[src/rtl/mux_logic_arbiter_pkg.sv]
// Shared opcode and FSM state encodings for the mux-based logic arbiter.
// Also provides the pointer-width helper used to size the round-robin pointer.
package mux_logic_arbiter_pkg;

  typedef enum logic [1:0] {
    OP_OR  = 2'b00,
    OP_AND = 2'b01,
    OP_XOR = 2'b10,
    OP_NOT = 2'b11
  } op_e;

  typedef enum logic [1:0] {
    IDLE = 2'b00,
    EXEC = 2'b01,
    RESP = 2'b10
  } state_e;

  localparam int N_REQ_MIN = 2;
  localparam int N_REQ_MAX = 8;

  function automatic int ptr_width(input int n);
    return (n > 1) ? $clog2(n) : 1;
  endfunction

endpackage

[src/rtl/mux_logic_arbiter_if.sv]
// Requester-side bundle: per-requester request/operands in, grant/result/status out.
// The master modport is the requester cluster, the slave modport is the arbiter.
interface mux_logic_arbiter_if #(
  parameter int N_REQ = 4
);

  logic [N_REQ-1:0]   req;
  logic [N_REQ-1:0]   a;
  logic [N_REQ-1:0]   b;
  logic [2*N_REQ-1:0] op;
  logic [N_REQ-1:0]   gnt;
  logic               result;
  logic               done;
  logic               busy;

  modport master (
    output req, a, b, op,
    input  gnt, result, done, busy
  );

  modport slave (
    input  req, a, b, op,
    output gnt, result, done, busy
  );

endinterface

[src/rtl/mux_logic_arbiter_mux2_logic_unit.sv]
// Single 2:1 mux (select = a) whose data inputs are derived from b and the opcode.
// Purely combinational; no state, no backpressure.
module mux2_logic_unit
  import mux_logic_arbiter_pkg::*;
(
  input  logic a,
  input  logic b,
  input  op_e  op,
  output logic y
);

  logic in0;
  logic in1;

  always_comb begin
    in0 = 1'b0;
    in1 = 1'b0;
    unique case (op)
      OP_OR: begin
        in0 = b;
        in1 = 1'b1;
      end
      OP_AND: begin
        in0 = 1'b0;
        in1 = b;
      end
      OP_XOR: begin
        in0 = b;
        in1 = ~b;
      end
      OP_NOT: begin
        in0 = 1'b1;
        in1 = 1'b0;
      end
    endcase
  end

  assign y = a ? in1 : in0;

endmodule

[src/rtl/mux_logic_arbiter.sv]
// Round-robin arbiter sharing one mux logic unit among N_REQ requesters.
// Three cycles per transaction (grant, evaluate, respond); losers simply hold req.
module mux_logic_arbiter
  import mux_logic_arbiter_pkg::*;
#(
  parameter int N_REQ = 4
) (
  input logic               clk,
  input logic               rst,
  mux_logic_arbiter_if.slave bus
);

  localparam int PW = ptr_width(N_REQ);

  state_e           state_q, state_d;
  logic [PW-1:0]    ptr_q, ptr_d;
  logic [N_REQ-1:0] gnt_q, gnt_d;
  logic             result_q, result_d;
  logic             done_q, done_d;
  logic             busy_q, busy_d;
  logic             a_q, a_d;
  logic             b_q, b_d;
  op_e              op_q, op_d;

  logic             found;
  logic [PW-1:0]    win;
  logic [PW:0]      cand_sum;
  logic [PW-1:0]    cand;
  logic             unit_y;

  // First set request at or after ptr_q, wrapping past N_REQ-1.
  always_comb begin
    found    = 1'b0;
    win      = '0;
    cand_sum = '0;
    cand     = '0;
    for (int i = 0; i < N_REQ; i++) begin
      cand_sum = {1'b0, ptr_q} + (PW+1)'(i);
      if (cand_sum >= (PW+1)'(N_REQ)) begin
        cand_sum = cand_sum - (PW+1)'(N_REQ);
      end
      cand = cand_sum[PW-1:0];
      if (!found && bus.req[cand]) begin
        found = 1'b1;
        win   = cand;
      end
    end
  end

  mux2_logic_unit u_unit (
    .a  (a_q),
    .b  (b_q),
    .op (op_q),
    .y  (unit_y)
  );

  always_comb begin
    state_d  = state_q;
    ptr_d    = ptr_q;
    gnt_d    = gnt_q;
    result_d = result_q;
    done_d   = done_q;
    busy_d   = busy_q;
    a_d      = a_q;
    b_d      = b_q;
    op_d     = op_q;
    unique case (state_q)
      IDLE: begin
        gnt_d  = '0;
        done_d = 1'b0;
        busy_d = 1'b0;
        if (found) begin
          gnt_d   = N_REQ'(1) << win;
          a_d     = bus.a[win];
          b_d     = bus.b[win];
          op_d    = op_e'(bus.op[{win, 1'b0} +: 2]);
          ptr_d   = (win == PW'(N_REQ - 1)) ? '0 : win + 1'b1;
          busy_d  = 1'b1;
          state_d = EXEC;
        end
      end
      EXEC: begin
        result_d = unit_y;
        done_d   = 1'b1;
        state_d  = RESP;
      end
      RESP: begin
        // result stays put so it can be read after done falls
        done_d  = 1'b0;
        gnt_d   = '0;
        busy_d  = 1'b0;
        state_d = IDLE;
      end
      default: begin
        gnt_d   = '0;
        done_d  = 1'b0;
        busy_d  = 1'b0;
        state_d = IDLE;
      end
    endcase
  end

  always_ff @(posedge clk or posedge rst) begin
    if (rst) begin
      state_q  <= IDLE;
      ptr_q    <= '0;
      gnt_q    <= '0;
      result_q <= 1'b0;
      done_q   <= 1'b0;
      busy_q   <= 1'b0;
      a_q      <= 1'b0;
      b_q      <= 1'b0;
      op_q     <= OP_OR;
    end else begin
      state_q  <= state_d;
      ptr_q    <= ptr_d;
      gnt_q    <= gnt_d;
      result_q <= result_d;
      done_q   <= done_d;
      busy_q   <= busy_d;
      a_q      <= a_d;
      b_q      <= b_d;
      op_q     <= op_d;
    end
  end

  assign bus.gnt    = gnt_q;
  assign bus.result = result_q;
  assign bus.done   = done_q;
  assign bus.busy   = busy_q;

endmodule

[src/flat_wrapper.sv]
// flat-port wrapper written by rule: the top's interface ports become plain ports
module mux_logic_arbiter_flat import mux_logic_arbiter_pkg::*;
#(
  parameter int N_REQ = 4
)
  (clk, rst, bus_req, bus_a, bus_b, bus_op, bus_gnt, bus_result, bus_done, bus_busy);
  mux_logic_arbiter_if #(.N_REQ(N_REQ)) bus_i ();
  input logic clk;
  input logic rst;
  input wire logic [$bits(bus_i.req)-1:0] bus_req;
  input wire logic [$bits(bus_i.a)-1:0] bus_a;
  input wire logic [$bits(bus_i.b)-1:0] bus_b;
  input wire logic [$bits(bus_i.op)-1:0] bus_op;
  output wire logic [$bits(bus_i.gnt)-1:0] bus_gnt;
  output wire logic [$bits(bus_i.result)-1:0] bus_result;
  output wire logic [$bits(bus_i.done)-1:0] bus_done;
  output wire logic [$bits(bus_i.busy)-1:0] bus_busy;
  assign bus_i.req = bus_req;
  assign bus_i.a = bus_a;
  assign bus_i.b = bus_b;
  assign bus_i.op = bus_op;
  assign bus_gnt = bus_i.gnt;
  assign bus_result = bus_i.result;
  assign bus_done = bus_i.done;
  assign bus_busy = bus_i.busy;
  mux_logic_arbiter #(.N_REQ(N_REQ)) u_core (.clk(clk), .rst(rst), .bus(bus_i));
endmodule
[config.mk]
export PLATFORM = sky130hd
export DESIGN_NAME = mux_logic_arbiter_flat
export DESIGN_NICKNAME = d
export VERILOG_FILES = /design/src/rtl/mux_logic_arbiter_pkg.sv /design/src/rtl/mux_logic_arbiter_if.sv /design/src/rtl/mux_logic_arbiter_mux2_logic_unit.sv /design/src/rtl/mux_logic_arbiter.sv /design/src/flat_wrapper.sv
export SDC_FILE = /design/constraint.sdc
export NUM_CORES = 1
export LEC_CHECK = 0
export BUFFER_PORTS_ARGS = -buffer_cell sky130_fd_sc_hd__buf_2
export CAP_MARGIN = 40
export CORE_ASPECT_RATIO = 0.9
export CORE_UTILIZATION = 47
export CTS_CLUSTER_DIAMETER = 100
export DETAILED_ROUTE_END_ITERATION = 16
export GPL_TIMING_DRIVEN = 0
export MAX_ROUTING_LAYER = met4
export PLACE_DENSITY = 0.75
export SLEW_MARGIN = 20
export SYNTH_ARGS = -nofsm -noshare
export SYNTH_HDL_FRONTEND = slang
export SYNTH_HIERARCHICAL = 1
export SYNTH_SLANG_ARGS = --single-unit
[constraint.sdc]
create_clock -name clk -period 1.8 [get_ports clk]
set_input_delay 0.45 -clock clk [delete_from_list [all_inputs] [get_ports clk]]
set_output_delay 0.45 -clock clk [all_outputs]
set_load 0.02 [all_outputs]
# == After elaboration in Yosys (flattened, before gate mapping) ==
# Cells that the tools add are included.
# totals
ff_bits,15
inputBits,22
output_inout_bits,7
elab_cells,80
# op_classes
n_addsub,8
order_cmp,9
n_eq_ne,6
n_shift,2
mux,35
bitwise,1
reduce_logical,10
# ops
operator,n
$mux W2,10
$lt A2 B3 Y1 const B,5
$mux W1,13
$bmux W1 S2,6
$ge A3 B3 Y1 const B,3
$pmux W4 S2,1
$shiftx A8 B4 Y2,1
$sub A2 B1 Y2 const B,4
$add A2 B2 Y3 const B,2
$eq A2 B2 Y1 const B,3
$eq A2 B1 Y1 const B,2
$logic_not A2 Y1,2
$mux W4,1
$pmux W1 S4,1
$pmux W2 S2,1
$shl A1 B2 Y4 const A,1
$add A2 B1 Y3 const B,1
$ge A2 B3 Y1 const B,1
$logic_and A1 B1 Y1,3
$logic_not A1 Y1,3
$pmux W1 S3,1
$add A2 B1 Y2 const B,1
$ne A2 B1 Y1 const B,1
$pmux W1 S2,1
3 further kinds,3

# == Logic depth before layout (Yosys ltp) ==
# logic_depth
word_depth,17
depth_mapped,7
mapped_depth_nobuf,6

# == Cells and area by module ==
# The synthesis kept the hierarchy.
# modules_own_cells
mod,instances,cells_each,area_per_inst_um2,seq_area_each_um2
mux_logic_arbiter,1,70,787.0,375.4
mux2_logic_unit,1,4,31.3,0.0

# == Worst setup path before layout ==
# No wires, ideal clock.
# synth_timing
kind,input to register
from,in bus_req[0]
to,reg u_core.gnt_q[0] (netlist: u_core/bus.gnt[0])
setup_time_ps,121
arrival_ps,1470
t_required_ps,1679
setup_slack_ps,209
path_stages,7
path_buffers,1
cell_sequence,a21o_1 > a21oi_1 > o22a_2 > buf_6 > inv_1 > ha_1 > a22o_2
# synth_via
elab_chain_cells,15
word_cells_on_any_way,25
classes_between,shift (1); mux (18); reduce/logical (6)
# synth_lines
element,line,source
from (decl),flat_wrapper.sv:10,input wire logic [$bits(bus_i.req)-1:0] bus_req;
$bmux W1 S2,mux_logic_arbiter.sv:43,if (!found && bus.req[cand]) begin
$mux W1 (implied by the code),mux_logic_arbiter.sv:43,
$mux W1,mux_logic_arbiter.sv:43,
$logic_not A1 Y1,mux_logic_arbiter.sv:43,
$logic_and A1 B1 Y1,mux_logic_arbiter.sv:43,
$mux W1,mux_logic_arbiter.sv:43,
$logic_not A1 Y1,mux_logic_arbiter.sv:43,
$logic_and A1 B1 Y1,mux_logic_arbiter.sv:43,
$mux W1,mux_logic_arbiter.sv:43,
$logic_not A1 Y1,mux_logic_arbiter.sv:43,
$logic_and A1 B1 Y1,mux_logic_arbiter.sv:43,
$mux W2,mux_logic_arbiter.sv:43,
$shl A1 B2 Y4,mux_logic_arbiter.sv:73,gnt_d = N_REQ'(1) << win;
$mux W4 *,mux_logic_arbiter.sv:72,if (found) begin
$pmux W4 S2 *,mux_logic_arbiter.sv:67,unique case (state_q)
to (signal assigned),mux_logic_arbiter.sv:117,gnt_q <= gnt_d;
to (decl),mux_logic_arbiter.sv:17,"logic [N_REQ-1:0] gnt_q, gnt_d;"
# Mark *: on every way between the ends. The rest lies on a longest branch, timed or not. The select of a mux whose other input is x is not followed.
# A chain may end at the register's enable or synchronous reset.

# == Worst setup path in the final report ==
# layout_timing
from,reg u_core.ptr_q[1]
to,reg u_core.gnt_q[1] (netlist: u_core/bus.gnt[1])
# layout_via
elab_chain_cells,17
word_cells_on_any_way,40
classes_between,add/sub (7); order compare (4); shift (1); mux (22); reduce/logical (6)
# layout_lines
element,line,source
from (decl),mux_logic_arbiter.sv:16,"logic [PW-1:0] ptr_q, ptr_d;"
from (signal assigned),mux_logic_arbiter.sv:116,ptr_q <= ptr_d;
branches (longest 15 deep; another with $add A2 B1 Y3),-,
$mux W4 *,mux_logic_arbiter.sv:72,
$pmux W4 S2 *,mux_logic_arbiter.sv:67,
# Every way passes the cells marked *. The select of a mux whose other input is x is not followed.

==> summary.md <==
| Metric | Value |
|---|---|
| FF-to-FF path depth | 7 |
| VDD IR max | 1238 uV |
| Fin crit period | 1.674 ns |
| Buf+Inv Stages, Crit Path | 2 |
| CP max-delay cell | dfrtp_1 |
| Vias in the first global route | a little over 600 |
| #FFs+latches synth | 15 |
| Final worst-path cycle share | 93.01% |
| Register area share after synthesis | between 40% and 50% |
| Clk Tree Root Cell | clkbuf_4 |
| DRT iter0 DRCs | 7 |
| Mean Syn Cell Area | between 10 and 15 um^2 |
| Row Count | 13 |
| Fill cells | around 150 |
| PwrDens | 1636 nW/um^2 |
| Worst-margin pin slew | 0.5803 ns |
| Initial antenna violation count | 0 |
| # IOs | 29 |
| Area delta synth->final | 23.85% |
| Detailed Place HPWL | between 1 and 1.5 mm |
| GPL Wtd Cong | 0.6945 |
| Setup WS pre-CTS | -0.07049 ns |
| CP Capture Type | flip-flop |
| Cell leakage power | 0.0005420 uW |
| Die Span Y | 41.59 um |
| First-pass DRT Iterations | 4 |
| CP required | 1.98 ns |
| First-pass GRT wire length | around 2.7 mm |
| # DRC | 0 |
| GRT overflow | 0 |
| Crit path largest cell delay | 0.43 ns |
| RSZ-0062 raised after global routing | no |
| Postcts setup bufs | 0 |
| Clk_skew | 0.009050 ns |
| Netlist cell types | 25 |
| F_max | 0.5973 GHz |
| Later-pin clock latency in the skew report | just under 0.3 ns |
| Status | finished clean |
| Post-Syn Area | 818.3 um^2 |
| CTS Buf Count | 3 |
| Hold_buf cts | 0 |
| Layout cell share with drive strength beyond 1 | 42.45% |
| Clock tree from TritonCTS | done |
| PortBufs | 28 |
| Max Cap Violations | 0 |
| R2R Setup Slk | 0.13 ns |
| TNS Setup | 0 ns |
| Max clock buf depth | 2 |
| Fin. Hold Viols | 0 |
| Die span in x | 45.98 um |
| Crit-path cells | a21o_1 -> a21oi_1 -> o22a_2 -> buf_6 -> inv_1 -> ha_1 -> a22o_2 |
| Die area | 1912 um^2 |
| Fin nets | approximately 130 |
| Syn Nets | 100 |
| Starting density of the core | 53.52% |
| CP Class | reg2reg |
| Final setup fails | 0 |
| Vias | 660 |
| Final slew viol count | 0 |
| Layout Utilization | ~66% |
| CORE AREA | 1529 um^2 |
| Max transition margin | about 61% |
| Critical path's top delay family | compound AO/OA/AOI/OAI gates |
| Clock Sinks | 15 |
| Hold Path Class | in2async |
| WP data arrival | 1.86 ns |
| Final WL | between 1.5 and 2 mm |
| YS warnings | 6 |
| Startpoint Class | flip-flop |
| Vias per Instance | between 5 and 6 |
| Clock Pin Slew Worst Setup and Hold Paths | ~0.090 ns |
| N_diodes | 0 |
| H-tree Lvls | 1 |
| GRT Util Overall | 20.42% |
| PnR worst setup slack | 0.1259 ns |
| Pin count of the biggest net entering global routing | 16 |
| RR Endpoint | u_core/bus.gnt[1] |
| Final ANT Viol Nets | 0 |
| Resize count post-CTS | 0 |
| Worst Path Max Fanout | 11 |
| Launch point of the worst reg-to-reg path | u_core/ptr_q[1] |
| Syn Inst Count | 74 |
| DR WL/cell | 12.88 um |
[metrics by stage]
stage          power, uW  hold slack (ns)  area, um^2  cells
2_1_floorplan       1244           0.3515       818.3     74
3_3_place_gp        1445           0.4620       985.9    124
3_5_place_dp        1475           0.4601       985.9    124
4_1_cts             1674           0.2207        1013    128
5_1_grt             1776           0.2477        1013    128
6_report            1658           0.2059        1013    128
[state kept, by name, summed over array words and instances (netlist names)]
register,count
u_core/a_q,1
u_core/b_q,1
u_core/bus.busy,1
u_core/bus.done,1
u_core/bus.gnt,4
u_core/bus.result,1
u_core/op_q,2
u_core/ptr_q,2
u_core/state_q,2
[kinds of logic (layout without fill, tap and decap cells)]
kind of cell	Yosys count	count (layout)	share of synthesized area, %
compound gates	18	18	19.88
flops	15	15	45.87
buf+inv	9	41	5.351
xor+xnor	1	1	1.071
mux	9	9	11.16
simple gates	18	18	10.55
fa+ha+maj	4	4	6.116
[worst max path at each step]
stage	cells past startpoint	end	slack (ns)	startpoint
final	7	u_core/bus.gnt[1]	0.13	u_core/ptr_q[1]
after detailed placement	7	u_core/bus.gnt[0]	-0.07	bus_req[2]
after global routing	7	u_core/bus.gnt[0]	0.02	u_core/ptr_q[1]
after floorplan	7	u_core/bus.gnt[0]	0.21	bus_req[0]
after CTS	7	u_core/bus.gnt[0]	0.12	u_core/ptr_q[1]
after global placement	7	u_core/bus.gnt[2]	-0.003	bus_req[2]
[area by class of cell]
cell class | count | area (um^2) | area share [%]
plain buffers | 2 | 15.01 | 1.481
clock buffers | 3 | 22.52 | 2.222
clock inverters | 1 | 5.005 | 0.4938
inverters | 7 | 28.78 | 2.840
multi-input cells | 50 | 399.1 | 39.38
flip-flops and latches | 15 | 375.4 | 37.04
well taps | 22 | 27.53 | 2.716
repair buffers | 28 | 140.1 | 13.83
[layout by cell type (no fill, tap or decap), types with 2 or more instances in the layout]
master / netlist / layout
buf_2: 0 / 28
inv_1: 6 / 6
o221ai_1: 4 / 4
a21oi_1: 3 / 3
clkbuf_4: 0 / 3
nor2b_1: 2 / 2
nand2_1: 10 / 10
ha_1: 4 / 4
nand2b_1: 3 / 3
dfrtp_1: 15 / 15
a22o_2: 4 / 4
mux2i_1: 8 / 8
[synthesized netlist by cell type]
library cell | n | area share (%)
a211oi_2 | 1 | 1.5
a21o_1 | 1 | 0.92
a21oi_1 | 3 | 1.8
a22o_2 | 4 | 4.9
a311o_4 | 1 | 2.4
buf_6 | 1 | 1.4
clkbuf_1 | 1 | 0.46
dfrtp_1 | 15 | 46
ha_1 | 4 | 6.1
inv_1 | 6 | 2.8
inv_4 | 1 | 0.77
mux2_2 | 1 | 1.4
mux2i_1 | 8 | 9.8
nand2_1 | 10 | 4.6
nand2_2 | 1 | 0.77
nand2b_1 | 3 | 2.3
nand3_1 | 1 | 0.61
nor2_2 | 1 | 0.77
nor2b_1 | 2 | 1.5
o21ai_0 | 1 | 0.61
o221a_2 | 1 | 1.4
o221ai_1 | 4 | 4.3
o22a_2 | 1 | 1.2
o22ai_1 | 1 | 0.77
xor2_1 | 1 | 1.1
[power by group]
group | internal, uW | total [uW] | switching (uW)
clock network | 82.5 | 192 | 109
logic | 381 | 848 | 467
registers | 503 | 619 | 115
[metal layers]
metal	global-route usage, %	share of wire, %	vias to the layer above
met5	-	0	-
met4	3.529	0.85	0
met3	6.522	5.0	2
met2	30.14	47	19
met1	27.84	47	311
li1	-	-	328
No activity file was read; power rests on OpenSTA's default activity.
